===== src/rtl/mem_arbiter.sv =====
// Shares one single-outstanding memory port between instruction fetch and the LSU. A request issues one cycle after it arrives or after the prior mem_ready.
// Each port holds at most one waiting request, and a newer one overwrites it. Define ARB_ROUND_ROBIN_EN to break ties by alternating instead of DATA_PRIO.
module mem_arbiter #(
    parameter logic DATA_PRIO = 1'b1
) (
    input  logic        clk,
    input  logic        rst,
    input  logic        i_valid,
    input  logic        i_fence,
    input  logic [31:0] i_addr,
    output logic        i_ready,
    output logic [31:0] i_rdata,
    input  logic        d_valid,
    input  logic [31:0] d_addr,
    input  logic [31:0] d_wdata,
    input  logic [3:0]  d_wstrb,
    output logic        d_ready,
    output logic [31:0] d_rdata,
    output logic        mem_valid,
    output logic        mem_fence,
    output logic        mem_instr,
    output logic [31:0] mem_addr,
    output logic [31:0] mem_wdata,
    output logic [3:0]  mem_wstrb,
    input  logic        mem_ready,
    input  logic [31:0] mem_rdata
);

    typedef enum logic [1:0] {
        IDLE   = 2'd0,
        BUSY_I = 2'd1,
        BUSY_D = 2'd2
    } state_t;

    state_t      state_q;

    logic        ip_vld_q;
    logic        ip_fence_q;
    logic [31:0] ip_addr_q;

    logic        dp_vld_q;
    logic [31:0] dp_addr_q;
    logic [31:0] dp_wdata_q;
    logic [3:0]  dp_wstrb_q;

    logic        mem_valid_q;
    logic        mem_fence_q;
    logic        mem_instr_q;
    logic [31:0] mem_addr_q;
    logic [31:0] mem_wdata_q;
    logic [3:0]  mem_wstrb_q;

    logic        i_req;
    logic        d_req;
    logic        slot_free;
    logic        prefer_d;
    logic        issue_i;
    logic        issue_d;
    logic        resp_ok;

    logic        sel_i_fence;
    logic [31:0] sel_i_addr;
    logic [31:0] sel_d_addr;
    logic [31:0] sel_d_wdata;
    logic [3:0]  sel_d_wstrb;

`ifdef ARB_ROUND_ROBIN_EN
    logic        last_grant_q;   // 1 = data was granted last
    assign prefer_d = ~last_grant_q;
`else
    assign prefer_d = DATA_PRIO;
`endif

    // A response is never taken in the cycle the request is launched.
    assign resp_ok   = mem_ready && !mem_valid_q;
    assign slot_free = (state_q == IDLE) || resp_ok;

    assign i_req   = i_valid || ip_vld_q;
    assign d_req   = d_valid || dp_vld_q;
    assign issue_d = slot_free && d_req && (!i_req || prefer_d);
    assign issue_i = slot_free && i_req && !issue_d;

    // A same-cycle strobe is newer than anything waiting in the slot.
    assign sel_i_fence = i_valid ? i_fence : ip_fence_q;
    assign sel_i_addr  = i_valid ? i_addr  : ip_addr_q;
    assign sel_d_addr  = d_valid ? d_addr  : dp_addr_q;
    assign sel_d_wdata = d_valid ? d_wdata : dp_wdata_q;
    assign sel_d_wstrb = d_valid ? d_wstrb : dp_wstrb_q;

    always_ff @(posedge clk) begin
        if (!rst) begin
            state_q     <= IDLE;
            ip_vld_q    <= 1'b0;
            ip_fence_q  <= 1'b0;
            ip_addr_q   <= 32'h0;
            dp_vld_q    <= 1'b0;
            dp_addr_q   <= 32'h0;
            dp_wdata_q  <= 32'h0;
            dp_wstrb_q  <= 4'h0;
            mem_valid_q <= 1'b0;
            mem_fence_q <= 1'b0;
            mem_instr_q <= 1'b0;
            mem_addr_q  <= 32'h0;
            mem_wdata_q <= 32'h0;
            mem_wstrb_q <= 4'h0;
`ifdef ARB_ROUND_ROBIN_EN
            last_grant_q <= 1'b0;
`endif
        end else begin
            mem_valid_q <= 1'b0;

            if (issue_d) begin
                state_q     <= BUSY_D;
                mem_valid_q <= 1'b1;
                mem_instr_q <= 1'b0;
                mem_fence_q <= 1'b0;
                mem_addr_q  <= sel_d_addr;
                mem_wdata_q <= sel_d_wdata;
                mem_wstrb_q <= sel_d_wstrb;
            end else if (issue_i) begin
                state_q     <= BUSY_I;
                mem_valid_q <= 1'b1;
                mem_instr_q <= 1'b1;
                mem_fence_q <= sel_i_fence;
                mem_addr_q  <= sel_i_addr;
                mem_wdata_q <= 32'h0;
                mem_wstrb_q <= 4'h0;
            end else if (slot_free) begin
                state_q     <= IDLE;
            end

`ifdef ARB_ROUND_ROBIN_EN
            if (issue_d || issue_i) begin
                last_grant_q <= issue_d;
            end
`endif

            if (issue_i) begin
                ip_vld_q   <= 1'b0;
            end else if (i_valid) begin
                ip_vld_q   <= 1'b1;
                ip_fence_q <= i_fence;
                ip_addr_q  <= i_addr;
            end

            if (issue_d) begin
                dp_vld_q   <= 1'b0;
            end else if (d_valid) begin
                dp_vld_q   <= 1'b1;
                dp_addr_q  <= d_addr;
                dp_wdata_q <= d_wdata;
                dp_wstrb_q <= d_wstrb;
            end
        end
    end

    assign mem_valid = mem_valid_q;
    assign mem_fence = mem_fence_q;
    assign mem_instr = mem_instr_q;
    assign mem_addr  = mem_addr_q;
    assign mem_wdata = mem_wdata_q;
    assign mem_wstrb = mem_wstrb_q;

    assign i_ready = (state_q == BUSY_I) && resp_ok;
    assign i_rdata = (state_q == BUSY_I) ? mem_rdata : 32'h0;
    assign d_ready = (state_q == BUSY_D) && resp_ok;
    assign d_rdata = (state_q == BUSY_D) ? mem_rdata : 32'h0;

endmodule


===== config.mk =====
export PLATFORM = sky130hd
export DESIGN_NAME = mem_arbiter
export DESIGN_NICKNAME = d
export VERILOG_FILES = /design/src/rtl/mem_arbiter.sv
export SDC_FILE = /design/constraint.sdc
export NUM_CORES = 1
export LEC_CHECK = 0
export CAP_MARGIN = 10
export CORE_UTILIZATION = 40
export DETAILED_ROUTE_END_ITERATION = 12
export GPL_ROUTABILITY_DRIVEN = 0
export PLACE_DENSITY = 0.75
export SYNTH_ARGS = -nofsm -noshare
export SYNTH_HDL_FRONTEND = slang
export SYNTH_SLANG_ARGS = --single-unit

===== constraint.sdc =====
create_clock -name clk -period 1.6 [get_ports clk]
set_input_delay 0.32 -clock clk [delete_from_list [all_inputs] [get_ports clk]]
set_output_delay 0.32 -clock clk [all_outputs]
set_load 0.05 [all_outputs]

======== After elaboration in Yosys (flattened, before gate mapping) ========
Index checks and enable logic that the tools add are counted.
word-level totals
  logic and storage cells ................. 53
  output and inout port bits .............. 137
  register bits after elaboration ......... 176
  input bits .............................. 138
operators by class
  bitwise operators ....................... 1
  muxes and demuxes ....................... 18
  equality and inequality tests ........... 2
  reductions and logical operators ........ 17
operators with widths
  cell                                                                    number
  32-bit two-way mux                                                      9
  4-bit two-way mux                                                       3
  1-bit logical AND                                                       6
  2-bit two-way mux                                                       3
  2-bit nonzero test                                                      2
  2-bit OR reduction                                                      2
  1-bit logical OR                                                        3
  1-bit two-way mux                                                       3
  3-bit nonzero test                                                      1
  2-bit by 1-bit equality test with 1-bit output (second input constant)  1
  2-bit equality test (second input constant)                             1
  1-bit zero test                                                         2
  2-bit zero test                                                         1
  1-bit inverter                                                          1

======== Depth between registers and ports, before layout ========
  depth in word-level cells ............... 8
  gate-level depth with buffers ........... 7
  gate-level depth less buffers ........... 4

======== Least setup slack after synthesis ========
Ideal clock, no wire load.
  path kind ............................... register -> register
  start ................................... register mem_valid_q, in the netlist mem_valid
  end ..................................... register mem_wdata_q[11], in the netlist mem_wdata[11]
  buffers on the path ..................... 2
  data required time ...................... 1478 ps
  arrival ................................. 1718 ps
  setup time .............................. 122 ps
  stages on the path, launching flop included .. 7
  slack ................................... -240 ps
  period minus slack after synthesis ...... 1840 ps
  cell sequence ........................... dfxtp_1 > nand2b_1 > nand2_1 > nand3_1 > buf_2 > buf_2 > o2bb2ai_2
on the way
  longest elaborated chain between the ends .. 7
  elaborated cells on any way between the ends .. 9
  those cells by class .................... 1 x mux; 8 x reduce/logical
ends and longest elaborated chain
  element                       RTL line  text
  start, declared               46        logic mem_valid_q;
  start signal, assigned        100       mem_valid_q <= 1'b0;
  start signal, assigned        110       mem_valid_q <= 1'b0;
  start signal, assigned        114       mem_valid_q <= 1'b1;
  1-bit zero test (*)           75        assign resp_ok = mem_ready && !mem_valid_q;
  1-bit logical AND (*)         75
  1-bit logical OR (*)          76        assign slot_free = (state_q == IDLE) || resp_ok;
  1-bit logical AND             80        assign issue_d = slot_free && d_req && (!i_req || prefer_d);
  1-bit zero test               81        assign issue_i = slot_free && i_req && !issue_d;
  1-bit logical AND             81
  2-bit nonzero test (no line)  n/a
  end signal, assigned          118       mem_wdata_q <= sel_d_wdata;
  end, declared                 50        logic [31:0] mem_wdata_q;
Every way passes the cells marked *; elsewhere a longest branch is shown, timed or not.
A chain may end at the register's enable or synchronous reset.

======== Worst setup path after layout ========
  start ................................... register state_q[0]
  end ..................................... output i_rdata[29]
on the way
  longest elaborated chain between the ends .. 2
ends and longest elaborated chain
  element                                         RTL line  text
  start, declared                                 35        state_t state_q;
  start signal, assigned                          92        state_q <= IDLE;
  start signal, assigned                          113       state_q <= BUSY_D;
  start signal, assigned                          121       state_q <= BUSY_I;
  2-bit by 1-bit equality test with 1-bit output  165       assign i_rdata = (state_q == BUSY_I) ? mem_rdata : 32'h0;
  32-bit two-way mux                              165
  end, declared                                   12        output logic [31:0] i_rdata,
Every way passes these cells.

==> flow_summary.yaml <==
run_status:
  status: "finished, violations left"
  violations: "negative setup slack"
sta:
  clock_skew_ps: 7.49
  fin_tns_setup_ps: -15460
  setup_viol: 97
  report.final.slew_viol_count: 0
  slew-limit-headroom: 0.675
  fmax_ghz: 0.538
  worst_slew_pin_slew_ps: 487
  final.period_utilization: 1.16
  min_period_ps: 1860
  rsz0062_at_grt: "yes"
  timing.hold.ws_ps: 302
  hold_viol_final: 0
  timing.final.ws_setup_ps: -258
detailed_routing:
  vias: 7143
  wl_per_cell_um: 17.0
  drtIter0Drc: 289
  routed_wl_mm: 24.3
  via_per_inst: 5.00
  first_pass_iters: 5
  route.detailed.drc: 0
  ant_nets: 0
cts:
  htree_levels: 4
  tritoncts.num_buffers: 17
  clock_latency_ps: 420
  cts-root-buf: "clkbuf_16"
  postCtsHoldBufs: 0
  clkSinkCount: 176
  cts_buffer_depth: 2
  cts_tree: "done"
  clk_pin_slew_ps: 60
global_route:
  antenna_found_initial: 2
  grt_pass1_wl_mm: 37.0
  grt_pass1_vias: 7015
  grt_max_degree: 63
  overflow: 0
  grt_usage: 0.236
die:
  core_area_mm2: 0.0194
  die_area_mm2: 0.0203
  ios: 275
  die_h_um: 143
  die_w_um: 143
  initial_core_util: 0.407
  row_count: 51
critical_path:
  worstPathArrival_ps: 1540
  reg2reg_slack_ps: -60
  reg2regPathDepth: 8
  criticalPathCategory: "flip-flop to output pin"
  worstReg2RegStart: "state_q[1]"
  cp-start-kind: "flip-flop"
  crit_path_end_kind: "output pin"
  r2r-end: "mem_addr[21]"
  worstPathRequired_ps: 1280
  worstPathMaxFanout: 33
yosys:
  yosys_warnings: 0
  synth_seq_cells: 176
  yosysSeqAreaShare: 0.446
  async_reset_ff_frac: 0
  yosysTopAreaCellShare: 0.446
  synth_ff_type: "dfxtp_1"
  synth_area_mm2: 0.00790
  post_synth.cell_area_avg_um2: 9.02
  ys_top_cells_by_area: "dfxtp_1, mux2i_1, nand2_1, and2_1, mux2_2"
  synth_fp_nets: 1014
  ys_types: 30
  synth_edf_count: 0
  synth_most_common_cell: "nand2_1"
  synth_common_cells: "nand2_1, dfxtp_1, mux2i_1"
  syn_inst: 876
  synth_top_cell_by_area: "dfxtp_1"
hold_path:
  holdPathStages: 4
  hp-class: "input pin to flip-flop"
  worstHoldStart: "rst"
  hold_path_end: "ip_vld_q"
power:
  internal_power_mw: 8.32
  combPwrFrac: 0.263
  total_power_mw: 12.0
  powerDensity_mw_per_mm2: 951
  p_seq_frac: 0.402
  p_clk_frac: 0.335
  swShare: 0.306
  p_leak_nw: 5.09
  p_switching_mw: 3.67
  max-vdd-ir-drop_mv: 0.766
layout:
  drive_gt1_frac: 0.279
  fin_util: 0.650
  fin_nets: 1287
  filler_cell_count: 1554
  area_growth_pct: 59.6
placement:
  place_ws_ps: -272
  dp_hpwl_mm: 16.8
  io_buffer_count: 274
run:
  cap_violations: 0
[critical path, stage by stage, from the launching register on]
cell     delay [ps]
dfxtp_2         380
nor2b_2         200
buf_12          180
and2_1          190
buf_12          150
[sequential cells by signal, indices dropped and copies added (netlist names)]
register / count
mem_instr: 1
dp_vld_q: 1
ip_fence_q: 1
ip_vld_q: 1
ip_addr_q: 32
mem_fence: 1
dp_addr_q: 32
mem_valid: 1
dp_wdata_q: 32
mem_wdata: 32
mem_wstrb: 4
mem_addr: 32
dp_wstrb_q: 4
state_q: 2
[power groups by stage]
stage	sequential, mW	combinational, mW	clock (mW)
finish	4.82	3.15	4.02
detailed placement	4.91	3.01	0
floorplan	5.31	1.21	0
global placement	4.90	2.97	0
global route	4.84	3.32	4.30
CTS	4.82	3.12	4.11
[area by class of cell]
type                       count  area, um^2  share of cell area
multi-input combinational    599        4100               0.325
timing repair buffer         321        3950               0.313
sequential                   176        3530               0.280
clock buffer                  19         443              0.0351
tap                          265         332              0.0263
clock inverter                13         129              0.0102
inverter                      34         128              0.0101
antenna                        2        5.00            0.000397
[layout by cell type, fill, tap and decap left out, types with 2 or more instances in the layout]
| cell type | instances |
|---|---|
| clkbuf_16 | 20 |
| inv_6 | 3 |
| nand2b_1 | 2 |
| buf_12 | 91 |
| inv_1 | 33 |
| nand3_4 | 2 |
| clkinv_2 | 2 |
| mux2_2 | 32 |
| clkinvlp_4 | 3 |
| o221ai_1 | 33 |
| clkinv_4 | 2 |
| a21oi_2 | 2 |
| a21oi_1 | 69 |
| and2_1 | 31 |
| o2bb2ai_1 | 16 |
| inv_8 | 2 |
| buf_4 | 87 |
| dfxtp_1 | 173 |
| nor2_1 | 7 |
| buf_2 | 2 |
| mux2i_1 | 102 |
| clkdlybuf4s50_1 | 134 |
| nand2_1 | 231 |
| o2bb2ai_2 | 20 |
| dfxtp_2 | 3 |
| nand2_2 | 2 |
| buf_6 | 3 |
| diode_2 | 2 |
| and2_4 | 35 |
[how the worst max path moves through the flow]
stage | startpoint | end | slack, ps | depth (start not counted)
floorplan | mem_valid | mem_wdata[11] | -70 | 6
global placement | mem_ready | mem_wdata[22] | -270 | 7
detailed placement | mem_ready | mem_wdata[26] | -270 | 7
CTS | state_q[0] | i_rdata[22] | -290 | 4
global route | state_q[0] | i_rdata[29] | -350 | 4
finish | state_q[0] | i_rdata[29] | -260 | 4
[per-stage QoR]
stage          cell area (um^2)  cells
2_1_floorplan              7900    876
3_3_place_gp              11800   1387
3_5_place_dp              11800   1387
4_1_cts                   12500   1422
5_1_grt                   12600   1429
6_report                  12600   1429
[metal layers]
layer / wire [um] / vias to the layer above / global-route usage
met4: 359 / 0 / 0.0872
met3: 1560 / 25 / 0.0633
met1: 10300 / 3382 / 0.275
met5: 0 / - / 0
li1: - / 3507 / -
met2: 12100 / 229 / 0.412
[kinds of logic after synthesis]
family	share of synthesized area
DFF	0.446
AOI/OAI and AO/OA	0.147
muxes	0.175
buffers and inverters	0.0562
and+or+nand+nor	0.176
[what timing repair did]
action	in CTS	in global routing
gates resized for setup	43	8
cloned	1	4
setup buffers	2	2
setup endpoints to repair	66	167
endpoints found under the hold margin	0	0
pin swaps	10	12
(Power assumes the default switching activity.)
